==> config.mk <==
export PLATFORM = sky130hd
export DESIGN_NAME = car_motion_fsm
export DESIGN_NICKNAME = d
export VERILOG_FILES = /design/src/rtl/elevator_pkg.sv /design/src/rtl/car_motion_fsm_cycle_timer.sv /design/src/rtl/car_motion_fsm.sv
export SDC_FILE = /design/constraint.sdc
export NUM_CORES = 1
export LEC_CHECK = 0
export BUFFER_PORTS_ARGS = -buffer_cell sky130_fd_sc_hd__buf_2
export CORE_ASPECT_RATIO = 1.4
export CORE_MARGIN = 3
export CORE_UTILIZATION = 39
export DETAILED_ROUTE_END_ITERATION = 8
export PLACE_DENSITY_LB_ADDON = 0.25
export SLEW_MARGIN = 0
export SYNTH_ARGS = -nofsm -noshare
export SYNTH_HDL_FRONTEND = slang
export SYNTH_SLANG_ARGS = --single-unit
export TNS_END_PERCENT = 20
==> constraint.sdc <==
create_clock -name clk -period 2.98 [get_ports clk]
set_input_delay 0.149 -clock clk [delete_from_list [all_inputs] [get_ports clk]]
set_output_delay 0.149 -clock clk [all_outputs]
set_load 0.01 [all_outputs]
==> src/rtl/elevator_pkg.sv <==
// Shared elevator definitions: car state codes, floor width and floor validity helper.
package elevator_pkg;

   localparam int NUM_FLOORS = 5;
   localparam int FLOOR_W    = 3;

   localparam logic [1:0] ST_IDLE = 2'd0;
   localparam logic [1:0] ST_DOOR = 2'd1;
   localparam logic [1:0] ST_UP   = 2'd2;
   localparam logic [1:0] ST_DOWN = 2'd3;

   // Floors are numbered 1..max_floor; 0 and anything above max_floor mean "no request".
   function automatic logic floor_valid(input logic [FLOOR_W-1:0] f, input int max_floor);
      return (f != '0) && (int'(f) <= max_floor);
   endfunction

endpackage

==> src/rtl/car_motion_fsm_cycle_timer.sv <==
// Loadable down-counter shared by the travel and door-dwell phases; holds at zero.
module cycle_timer #(
   parameter int TIMER_W = 27
) (
   input  logic               clk,
   input  logic               resetn,
   input  logic               load,
   input  logic [TIMER_W-1:0] load_val,
   input  logic               dec,
   output logic               zero
);

   logic [TIMER_W-1:0] count_q;
   logic [TIMER_W-1:0] count_d;

   always_comb begin
      count_d = count_q;
      if (load) begin
         count_d = load_val;
      end else if (dec && (count_q != '0)) begin
         count_d = count_q - 1'b1;
      end
   end

   always_ff @(posedge clk or negedge resetn) begin
      if (!resetn) begin
         count_q <= '0;
      end else begin
         count_q <= count_d;
      end
   end

   assign zero = (count_q == '0);

endmodule

==> src/rtl/car_motion_fsm.sv <==
// Elevator car motion and door controller: floor-to-floor travel, door dwell and arrival pulses.
module car_motion_fsm
   import elevator_pkg::*;
#(
   parameter int NUM_FLOORS    = 5,
   parameter int TRAVEL_CYCLES = 50000000,
   parameter int DOOR_CYCLES   = 100000000,
   parameter int TIMER_W       = 27
) (
   input  logic               clk,
   input  logic               resetn,
   input  logic               enable,
   input  logic [FLOOR_W-1:0] dest,
   input  logic               call_here,
   input  logic               door_hold,
   output logic [1:0]         state,
   output logic [FLOOR_W-1:0] location,
   output logic               door_open,
   output logic               arrive
);

   localparam logic [FLOOR_W-1:0] TOP_FLOOR   = FLOOR_W'(NUM_FLOORS);
   localparam logic [FLOOR_W-1:0] BOT_FLOOR   = FLOOR_W'(1);
   localparam logic [TIMER_W-1:0] TRAVEL_LOAD = TIMER_W'(TRAVEL_CYCLES - 1);
   localparam logic [TIMER_W-1:0] DOOR_LOAD   = TIMER_W'(DOOR_CYCLES - 1);

   logic [1:0]         state_q, state_d;
   logic [FLOOR_W-1:0] loc_q, loc_d;
   logic               door_q, door_d;
   logic               arrive_q, arrive_d;
   logic               tmr_load, tmr_dec, tmr_zero;
   logic [TIMER_W-1:0] tmr_val;
   logic [FLOOR_W-1:0] nl;
   logic               dest_ok;

   assign dest_ok = floor_valid(dest, NUM_FLOORS);

   always_comb begin
      state_d  = state_q;
      loc_d    = loc_q;
      arrive_d = 1'b0;
      tmr_load = 1'b0;
      tmr_dec  = 1'b0;
      tmr_val  = '0;
      nl       = loc_q;
      if (enable) begin
         case (state_q)
            ST_IDLE: begin
               if (call_here) begin
                  state_d  = ST_DOOR;
                  tmr_load = 1'b1;
                  tmr_val  = DOOR_LOAD;
               end else if (dest_ok && (dest > loc_q)) begin
                  state_d  = ST_UP;
                  tmr_load = 1'b1;
                  tmr_val  = TRAVEL_LOAD;
               end else if (dest_ok && (dest < loc_q)) begin
                  state_d  = ST_DOWN;
                  tmr_load = 1'b1;
                  tmr_val  = TRAVEL_LOAD;
               end
            end
            ST_UP, ST_DOWN: begin
               // Moving past an end floor is impossible by construction; park safely.
               if ((state_q == ST_UP && loc_q >= TOP_FLOOR) ||
                   (state_q == ST_DOWN && loc_q <= BOT_FLOOR)) begin
                  state_d = ST_IDLE;
               end else if (tmr_zero) begin
                  nl       = (state_q == ST_UP) ? loc_q + 1'b1 : loc_q - 1'b1;
                  loc_d    = nl;
                  arrive_d = 1'b1;
                  if (dest == nl) begin
                     state_d  = ST_DOOR;
                     tmr_load = 1'b1;
                     tmr_val  = DOOR_LOAD;
                  end else if (dest_ok && (((state_q == ST_UP) && (dest > nl) && (nl < TOP_FLOOR)) ||
                                           ((state_q == ST_DOWN) && (dest < nl) && (nl > BOT_FLOOR)))) begin
                     tmr_load = 1'b1;
                     tmr_val  = TRAVEL_LOAD;
                  end else begin
                     state_d = ST_IDLE;
                  end
               end else begin
                  tmr_dec = 1'b1;
               end
            end
            default: begin
               if (door_hold || call_here) begin
                  tmr_load = 1'b1;
                  tmr_val  = DOOR_LOAD;
               end else if (tmr_zero) begin
                  state_d = ST_IDLE;
               end else begin
                  tmr_dec = 1'b1;
               end
            end
         endcase
      end
      door_d = (state_d == ST_DOOR);
   end

   cycle_timer #(.TIMER_W(TIMER_W)) u_timer (
      .clk      (clk),
      .resetn   (resetn),
      .load     (tmr_load),
      .load_val (tmr_val),
      .dec      (tmr_dec),
      .zero     (tmr_zero)
   );

   always_ff @(posedge clk or negedge resetn) begin
      if (!resetn) begin
         state_q  <= ST_IDLE;
         loc_q    <= BOT_FLOOR;
         door_q   <= 1'b0;
         arrive_q <= 1'b0;
      end else begin
         state_q  <= state_d;
         loc_q    <= loc_d;
         door_q   <= door_d;
         arrive_q <= arrive_d;
      end
   end

   assign state     = state_q;
   assign location  = loc_q;
   assign door_open = door_q;
   assign arrive    = arrive_q;

endmodule

# == Word level (Yosys, flattened, before mapping) ==
# Index checks and enable logic that the tools add are counted.
# classes
reduce_logical,21
multipliers,0
n_shift,0
add_sub_neg,3
n_bitwise,1
n_div,0
n_eq_ne,4
muxes,43
magnitude_cmp,9
# ops
operator,n
27-bit two-way mux,8
26-bit two-way mux,3
27-bit one-hot mux with 2 select lines,1
27-bit zero test,1
27-bit nonzero test,1
27-bit by 1-bit subtractor with 27-bit output (second input constant),1
2-bit two-way mux,10
1-bit two-way mux,17
1-bit logical AND,11
3-bit greater-than comparator,2
3-bit < comparator,2
2-bit equality test (second input constant),2
1-bit one-hot mux with 2 select lines,2
2-bit one-hot mux with 2 select lines,1
4-bit AND reduction,1
3-bit by 1-bit adder with 3-bit output (second input constant),1
3-bit equality test,1
3-bit greater-or-equal comparator (second input constant),1
3-bit by 1-bit greater-than comparator with 1-bit output (second input constant),1
3-bit by 1-bit <= comparator with 1-bit output (second input constant),1
3-bit <= comparator (second input constant),1
1-bit logical OR,3
3-bit < comparator (second input constant),1
3-bit two-way mux,1
other kinds (7),7
# word_totals
mem_bits_ro,0
ramBits,0
regBits,34
output_inout_bits,7
in_bits,8
word_cells,86
n_memories,0
latchBits,0

# == Logic depth before layout (Yosys ltp) ==
# Gate-level depths: netlist of run 1.
# depth
ltp_word,14
depth_mapped,13
depth_no_buf,12

# == Hierarchy ==
# From an unflattened synthesis of run 1, not the netlist that was laid out.
# unflattened
cells_unflattened,290
area_unflattened_um2,2544.9
# modules_own_cells
module,area_each_um2,n_inst,seq_area_each_um2,cells_per_inst
cycle_timer,1685.4,1,675.6,187
car_motion_fsm,859.6,1,176.4,103

# == Least setup slack after synthesis of run 1 ==
# Ideal clock, no wire load.
# synth_timing
path_type,reg2reg
from,"register loc_q[0], in the netlist location[0]"
to,register u_timer.count_q[26]
required_time_ps,2855
slack_ps,-16
path_buffers,0
stages_incl_launch_ff,13
period_less_slack_ps,2996
setup_ps,125
arrival_time_ps,2872
path_cell_list,dfstp_2 > inv_1 > ha_1 > nor2b_1 > o21ai_0 > and2_1 > ha_1 > a21oi_1 > o21ai_0 > nor4b_1 > o2bb2ai_1 > a41oi_1 > mux2_2
# synth_via
elab_chain_cells,14
word_cells_on_any_way,43
cone_classes,2 x add/sub; 8 x order compare; 1 x eq/ne; 19 x mux; 13 x reduce/logical
# synth_rtl
item,line_no,source
"start, declared",car_motion_fsm.sv:28,"logic [FLOOR_W-1:0] loc_q, loc_d;"
"start signal, assigned",car_motion_fsm.sv:119,loc_q <= loc_d;
3-bit by 1-bit subtractor with 3-bit output or 3-bit by 1-bit adder with 3-bit output (tied branches),car_motion_fsm.sv:69,nl = (state_q == ST_UP) ? loc_q + 1'b1 : loc_q - 1'b1;
3-bit two-way mux,car_motion_fsm.sv:69,
3-bit greater-than comparator or 3-bit < comparator (tied branches),"car_motion_fsm.sv:76, car_motion_fsm.sv:77",
"1-bit logical AND, on equally long branches (2 in series)","car_motion_fsm.sv:76, car_motion_fsm.sv:77",
1-bit logical OR,car_motion_fsm.sv:76,end else if (dest_ok && (((state_q == ST_UP) && (dest > nl) && (nl < TOP_FLOOR)) ||
1-bit logical AND,car_motion_fsm.sv:76,
1-bit two-way mux,car_motion_fsm.sv:76,
1-bit two-way mux,car_motion_fsm.sv:72,if (dest == nl) begin
1-bit two-way mux,car_motion_fsm.sv:68,end else if (tmr_zero) begin
1-bit two-way mux,car_motion_fsm.sv:65,if ((state_q == ST_UP && loc_q >= TOP_FLOOR) ||
1-bit one-hot mux with 2 select lines,car_motion_fsm.sv:47,case (state_q)
1-bit two-way mux,car_motion_fsm.sv:46,if (enable) begin
27-bit two-way mux or 2-bit nonzero test (tied branches),n/a,
"end signal, assigned",car_motion_fsm_cycle_timer.sv:29,count_q <= count_d;
"end, declared",car_motion_fsm_cycle_timer.sv:13,logic [TIMER_W-1:0] count_q;
# Several ways; a longest one is shown, not always the timed one.
# A chain may end at the register's enable or synchronous reset.

# == Worst setup path after layout of run 1 ==
# layout_timing
from,"register loc_q[0], in the netlist location[0]"
to,register u_timer.count_q[11]
# The elaborated chain is that of the path after synthesis.

==> results.sh, run 1 <==
export IMPL_outcome="completed"
export IMPL_cp_common_cell="o21ai_2"
export IMPL_post_layout_total_power_mw=1.679
export IMPL_worst_clock_skew_ps=2.772
export IMPL_synth_cell_type_count=47
export IMPL_die_width_microns=70.28
export IMPL_post_synth_cell_area_avg_sq_um=9.246
export IMPL_layout_nets=292
export IMPL_drt_initial_drc_count=160
export IMPL_cpPeakStageDelay_ps=560
export IMPL_synth_area_sq_mm=0.002256
export IMPL_min_path_type="input pin to register"
export IMPL_wl_per_cell_microns=14.97
export IMPL_yosys_most_used_dff="dfrtp_1"
export IMPL_path_delay_family="compound AO/OA/AOI/OAI gates"
export IMPL_critPathArrivalTime_ps=2980
export IMPL_worstSkewPairLatency_ps=280
export IMPL_initial_utilization=0.4054
export IMPL_mappedNetlistNets=262
export IMPL_wirelength_microns=5133
export IMPL_timing_final_max_slew_violations=0
export IMPL_fin_hold_ws_ps=261.9
export IMPL_io_buffers=14
export IMPL_path_cells="inv_1 > ha_2 > nor2b_1 > o21ai_2 > and2_1 > ha_4 > a21oi_2 > o21ai_2 > nor4b_4 > o2bb2ai_4 > o211ai_4 > clkbuf_16 > a21boi_0"
export IMPL_grt_pass1_vias=1943
export IMPL_maxClockFrequency_mhz=355.1
export IMPL_cpMaxStageDelayCell="dfstp_2"
export IMPL_setup_worst_path_end_class="register"
export IMPL_maxSlewHeadroom=0.4831
export IMPL_dpl_cell_area_sq_mm=0.002495
export IMPL_numCtsBuffers=5
export IMPL_hold_violations=0
export IMPL_ant_nets=0
export IMPL_fin_crit_ps=2816
export IMPL_pwr_density_cell_mw_per_mm2=619.0
export IMPL_global_route_overflow_total=0
export IMPL_grt_pass1_wl_microns=8818
export IMPL_finalSetupViolations=0
export IMPL_synth_largest_area_cell="dfrtp_1"
export IMPL_setup_total_negative_slack_ps=0
export IMPL_cp_max_fo=6
export IMPL_drc=0
export IMPL_tightest_slew_ps=775.4
export IMPL_area_growth_syn_to_layout_pct=20.24
export IMPL_post_synth_inst_count=244
export IMPL_cellLeakagePower_nw=1.085
export IMPL_yosys_warns=0
export IMPL_dieArea_sq_mm=0.006746
export IMPL_postSynth_asyncResetShare=1.000
export IMPL_grt_antenna_before_repair=0
export IMPL_via_per_inst=5.466
export IMPL_cts_path_max_buffers=2
export IMPL_htreeDepth=2
export IMPL_clock_transition_time_at_the_flip_flop_clock_pins_of_the_worst_setup_and_hold_paths_ps=70
export IMPL_placementRows=32
export IMPL_timing_max_cap_violations=0
export IMPL_grt_util_all_layers=0.1628
export IMPL_coreArea_sq_mm=0.005565
export IMPL_postLayoutCoreUtil=0.4874
export IMPL_top_cells_by_area_in_the_synthesized_netlist="dfrtp_1 37%, xor2_1 7.0%, ha_1 5.5%"
export IMPL_place_congestion=0.8532
export IMPL_clock_sink_count=34
export IMPL_die_y_microns=95.99
export IMPL_num_antenna_cells=0
export IMPL_ys_ff_latch=34
export IMPL_synthDominantCellAreaShare=0.3661
export IMPL_timing_critical_path_required_ps=3140
export IMPL_pin_count_of_the_biggest_net_entering_global_routing=35
export IMPL_timing_worst_setup_path_type="register to register"
export IMPL_cts_root_buf="clkbuf_8"
export IMPL_path_buf_inv=2
export IMPL_initial_drt_pass_iterations=4
export IMPL_dp_hpwl_microns=3672
export IMPL_fin_area_sq_mm=0.002713
export IMPL_post_route_cells_drive_above_1_share=0.1964
export IMPL_startpoint_type_of_the_worst_setup_path="register"
export IMPL_final_cycle_utilization_of_the_critical_path=0.9451
export IMPL_synth_edf_count=0
export IMPL_irDropWorstVdd_v=0.0002954
export IMPL_yosysSeqAreaShare=0.3777
export IMPL_via_count=1875
export IMPL_tritoncts="built"
export IMPL_boundaryPins=15
## final cells by class
cell class              instances  area, sq um
clock inverters                 1        5.005
clock buffers                   7        86.33
multi-input cells             191         1383
repair buffers                 31        260.3
flip-flops and latches         34        852.1
inverters                      11        41.29
fillers                       525         2853
well taps                      68        85.08
## registers in the layout, summed over array words and instances, names as in the netlist
signal / cells
arrive: 1
door_open: 1
location: 3
state: 2
u_timer.count_q: 27
## timing repair
action                                 CTS  global route
setup buffers                            0             0
gates resized for setup                  2            11
endpoints found under the hold margin   33             0
gates cloned                             0             2
setup endpoints to repair               14            29
pin swaps                                0             4
hold buffers                             1             0
## path summary, 6_finish.rpt
path / from / end / slack (ps) / cells past startpoint
max: location[0] / u_timer.count_q[11] / 160 / 13
min: enable / state[0] / 260 / 3
max reg2reg: location[0] / u_timer.count_q[11] / 160 / 13
min reg2reg: u_timer.count_q[20] / u_timer.count_q[20] / 510 / 2
max in group asynchronous: resetn / state[0] / 2010 / 2
min in group asynchronous: resetn / u_timer.count_q[0] / 480 / 2
## through the flow
stage,setup slack [ps],instances
global route,-21.48,343
CTS,34.66,341
finish,163.7,343
global placement,66.20,332
floorplan,9.080,244
detailed placement,-39.79,332
## per-layer routing
layer / vias up / GRT usage / share of wire
met4: 0 / 0.06070 / 0.014
met5: - / 0 / 0
met2: 22 / 0.3070 / 0.54
met1: 907 / 0.1808 / 0.42
met3: 6 / 0.02926 / 0.021
li1: 940 / - / -
## power by group
group	internal, mW	leakage (nW)	total (mW)	switching [mW]
registers	0.549	0.372	0.618	0.0689
logic	0.331	0.665	0.715	0.384
clock network	0.186	0.0482	0.346	0.160
total	1.07	1.08	1.68	0.613
## worst reg2reg max path: stages, from the launching register on
cell	delay, ps
dfstp_2	560
inv_1	60
ha_2	190
nor2b_1	150
o21ai_2	180
and2_1	180
ha_4	220
a21oi_2	130
o21ai_2	90
nor4b_4	270
o2bb2ai_4	190
o211ai_4	150
clkbuf_16	210
a21boi_0	120
## logic make-up (layout without fill, tap and decap cells)
group / count (synthesis) / count (layout) / share of synthesized area
multiplexers: 10 / 10 / 0.04493
AND/OR/NAND/NOR: 108 / 108 / 0.2562
XOR/XNOR: 24 / 24 / 0.09318
flip-flops: 34 / 34 / 0.3777
adder cells (fa/ha/maj): 10 / 10 / 0.05546
buffers and inverters: 19 / 50 / 0.04160
AO/OA/AOI/OAI: 39 / 39 / 0.1309
## cell usage in the layout (no fill, tap or decap), types with 2 or more instances in the layout
cell | synthesis | layout
a21o_1 | 2 | 2
nor3b_1 | 3 | 3
buf_2 | 0 | 14
buf_4 | 0 | 12
a31oi_1 | 2 | 2
buf_12 | 0 | 2
nor2_1 | 16 | 16
o31ai_1 | 3 | 3
o21ai_2 | 0 | 2
or3_1 | 7 | 7
nand4_1 | 9 | 9
o211ai_1 | 3 | 3
nand2_1 | 23 | 23
or4_1 | 2 | 2
nor4_1 | 3 | 3
mux2i_1 | 9 | 9
nor2b_1 | 4 | 3
a21oi_2 | 0 | 2
ha_1 | 10 | 8
dfrtp_1 | 33 | 33
nand4b_1 | 3 | 3
nand3b_1 | 2 | 2
clkbuf_8 | 0 | 6
a21oi_1 | 5 | 3
inv_1 | 11 | 11
and2_1 | 4 | 4
nor3_1 | 8 | 8
o21ai_0 | 8 | 6
nand3_1 | 15 | 15
clkbuf_16 | 0 | 2
xor2_1 | 18 | 18
xnor2_1 | 6 | 6
a21boi_0 | 2 | 2
nand2b_1 | 5 | 5
or4_4 | 2 | 2
## synth_stat cells (all sizes together), types with 7 or more instances
| library cell | number |
|---|---|
| dfrtp | 33 |
| ha | 10 |
| inv | 11 |
| mux2i | 9 |
| nand2 | 23 |
| nand3 | 15 |
| nand4 | 9 |
| nor2 | 16 |
| nor3 | 8 |
| o21ai | 9 |
| or3 | 7 |
| xor2 | 18 |
Note: power is estimated with default switching activity, not from simulation.
==> run 2, diff against run 1 <==
--- a/config.mk
+++ b/config.mk
@@ -8,8 +8,9 @@
 export BUFFER_PORTS_ARGS = -buffer_cell sky130_fd_sc_hd__buf_2
 export CORE_ASPECT_RATIO = 1.4
 export CORE_MARGIN = 3
-export CORE_UTILIZATION = 39
+export CORE_UTILIZATION = 54
 export DETAILED_ROUTE_END_ITERATION = 8
+export HOLD_SLACK_MARGIN = 0.15
 export PLACE_DENSITY_LB_ADDON = 0.25
 export SLEW_MARGIN = 0
 export SYNTH_ARGS = -nofsm -noshare
==> run 2 against run 1 <==
  * Sequential power about the same
  * Register-to-register slack got worse by 70 ps
  * Global-route usage grew 5.7 points
  * Worst setup slack worse by 70 ps
  * Non-clock buffer count down 1
  * Worst hold slack lost 19 ps
  * Power is 1.4% lower
  * First-iteration DRC count is 31% lower
  * Count of clock-buffer cells in the layout fell by 1
  * Routed wire length is 1.3% lower
  * Die area decreased by 26%
  * Critical path type unchanged
==> results.sh, run 2 (synthesis gave the netlist of run 1 again) <==
export IMPL_fillerInstances=359
export IMPL_clock_transition_time_at_the_flip_flop_clock_pins_of_the_worst_setup_and_hold_paths_ps=70
export IMPL_ant_nets=0
export IMPL_via_count=1892
export IMPL_ff_latch_area_sq_um=852.1
export IMPL_pwr_density_cell_mw_per_mm2=628.7
export IMPL_global_route_overflow_total=0
export IMPL_drt_initial_drc_count=110
export IMPL_grt_util_all_layers=0.2195
export IMPL_timing_max_cap_violations=0
export IMPL_wl_per_cell_microns=15.97
export IMPL_wirelength_microns=5064
export IMPL_cts_root_buf="clkbuf_8"
export IMPL_startpoint_type_of_the_worst_setup_path="register"
export IMPL_dpl_cell_area_sq_mm=0.002444
export IMPL_pin_count_of_the_biggest_net_entering_global_routing=35
export IMPL_initial_utilization=0.5659
export IMPL_min_path_type="input pin to register"
export IMPL_drc=0
export IMPL_coreArea_sq_mm=0.003986
export IMPL_finalSetupViolations=0
export IMPL_io_buffers=14
export IMPL_layoutNonFillerInstCount=317
export IMPL_num_antenna_cells=0
export IMPL_grt_pass1_vias=1845
export IMPL_dieArea_sq_mm=0.005000
export IMPL_timing_critical_path_required_ps=3130
export IMPL_die_y_microns=82.48
export IMPL_area_growth_syn_to_layout_pct=16.75
export IMPL_reg2reg_slack_ps=90
export IMPL_hold_violations=0
export IMPL_boundaryPins=15
export IMPL_tritoncts="built"
export IMPL_tightest_slew_ps=762.6
export IMPL_max_ffs_per_register=27
export IMPL_clock_sink_count=34
export IMPL_cellLeakagePower_nw=1.068
export IMPL_dp_hpwl_microns=3646
export IMPL_irDropWorstVdd_v=0.0003286
export IMPL_place_congestion=0.9621
export IMPL_timing_final_max_slew_violations=0
export IMPL_grt_antenna_before_repair=0
export IMPL_maxSlewHeadroom=0.4916
export IMPL_grt_pass1_wl_microns=8231
export IMPL_htreeDepth=2
export IMPL_cp_max_fo=6
export IMPL_maxClockFrequency_mhz=346.4
export IMPL_layout_nets=291
export IMPL_worstSkewPairLatency_ps=290
export IMPL_die_width_microns=60.63
export IMPL_setup_worst_path_end_class="register"
export IMPL_worst_clock_skew_ps=10.48
export IMPL_post_route_cells_drive_above_1_share=0.1934
export IMPL_layout_common_cells="33 x dfrtp_1, 22 x nand2_1, 18 x xor2_1"
export IMPL_fin_crit_ps=2887
export IMPL_fin_hold_ws_ps=242.6
export IMPL_cts_path_max_buffers=2
export IMPL_timing_worst_setup_path_type="register to register"
export IMPL_final_cycle_utilization_of_the_critical_path=0.9687
export IMPL_outcome="completed"
export IMPL_placementRows=27
export IMPL_multi_input_comb_area_sq_mm=0.001351
export IMPL_fin_area_sq_mm=0.002634
export IMPL_numCtsBuffers=5
export IMPL_most_common_library_cell_in_the_layout_ignoring_fill_and_taps="dfrtp_1"
export IMPL_initial_drt_pass_iterations=4
export IMPL_critPathArrivalTime_ps=3040
export IMPL_via_per_inst=5.968
export IMPL_cell_count_post_placement=306
export IMPL_registers_top_by_ff_count="u_timer.count_q"
-- run 2: area by class of cell --
cell class,instances,area share
multi-input combinational,191,0.5131
sequential,34,0.3235
timing repair buffer,30,0.09121
clock buffer,6,0.03135
tap,43,0.02043
inverter,11,0.01568
clock inverter,2,0.004751
-- run 2: per-stage QoR --
| step | utilization | worst slack (ps) | total power [mW] | TNS, ps |
|---|---|---|---|---|
| final | 0.6607 | 93.21 | 1.656 | 0 |
| after CTS | 0.6409 | 27.01 | 1.586 | 0 |
| after global routing | 0.6607 | -1.827 | 1.764 | -1.827 |
| after floorplan | - | 9.080 | 1.046 | 0 |
| after global placement | 0.6130 | 97.41 | 1.210 | 0 |
| after detailed placement | 0.6130 | -6.102 | 1.217 | -11.23 |
-- run 2: what timing repair did --
action | CTS | global route
pin swaps | 0 | 4
endpoints found under the setup margin | 9 | 24
buffers inserted | 0 | 0
gates resized for setup | 1 | 9
gates cloned | 0 | 2
hold buffers | 1 | 0
endpoints found under the hold margin | 33 | 0
-- run 2: worst paths after layout --
check,startpoint,end,depth (start not counted)
max in group asynchronous,resetn,u_timer.count_q[1],2
worst max-delay path,location[0],u_timer.count_q[7],13
worst min register to register,u_timer.count_q[20],u_timer.count_q[20],2
worst max register to register,location[0],u_timer.count_q[7],13
worst min-delay path,enable,state[0],3
min in group asynchronous,resetn,u_timer.count_q[0],2
-- run 2: where the power goes --
| group | switching (mW) | total, mW | internal (mW) |
|---|---|---|---|
| sequential | 0.0724 | 0.621 | 0.549 |
| clock | 0.171 | 0.357 | 0.186 |
| combinational | 0.360 | 0.678 | 0.318 |
-- run 2: layer usage --
metal,vias up,part of all wire,GRT usage
li1,934,-,-
met3,9,0.025,0.03888
met5,-,0,0
met1,913,0.41,0.2495
met4,0,0.020,0.1085
met2,36,0.55,0.3854
-- run 2: critical path, cell delays in order, from the launching register on --
cell,delay [ps]
dfstp_2,560
inv_1,70
ha_1,230
nor2b_1,160
o21ai_2,180
and2_4,180
ha_4,200
a21oi_2,120
o21ai_1,100
nor4b_2,260
o2bb2ai_2,210
o211ai_4,170
clkbuf_16,200
mux2i_1,110
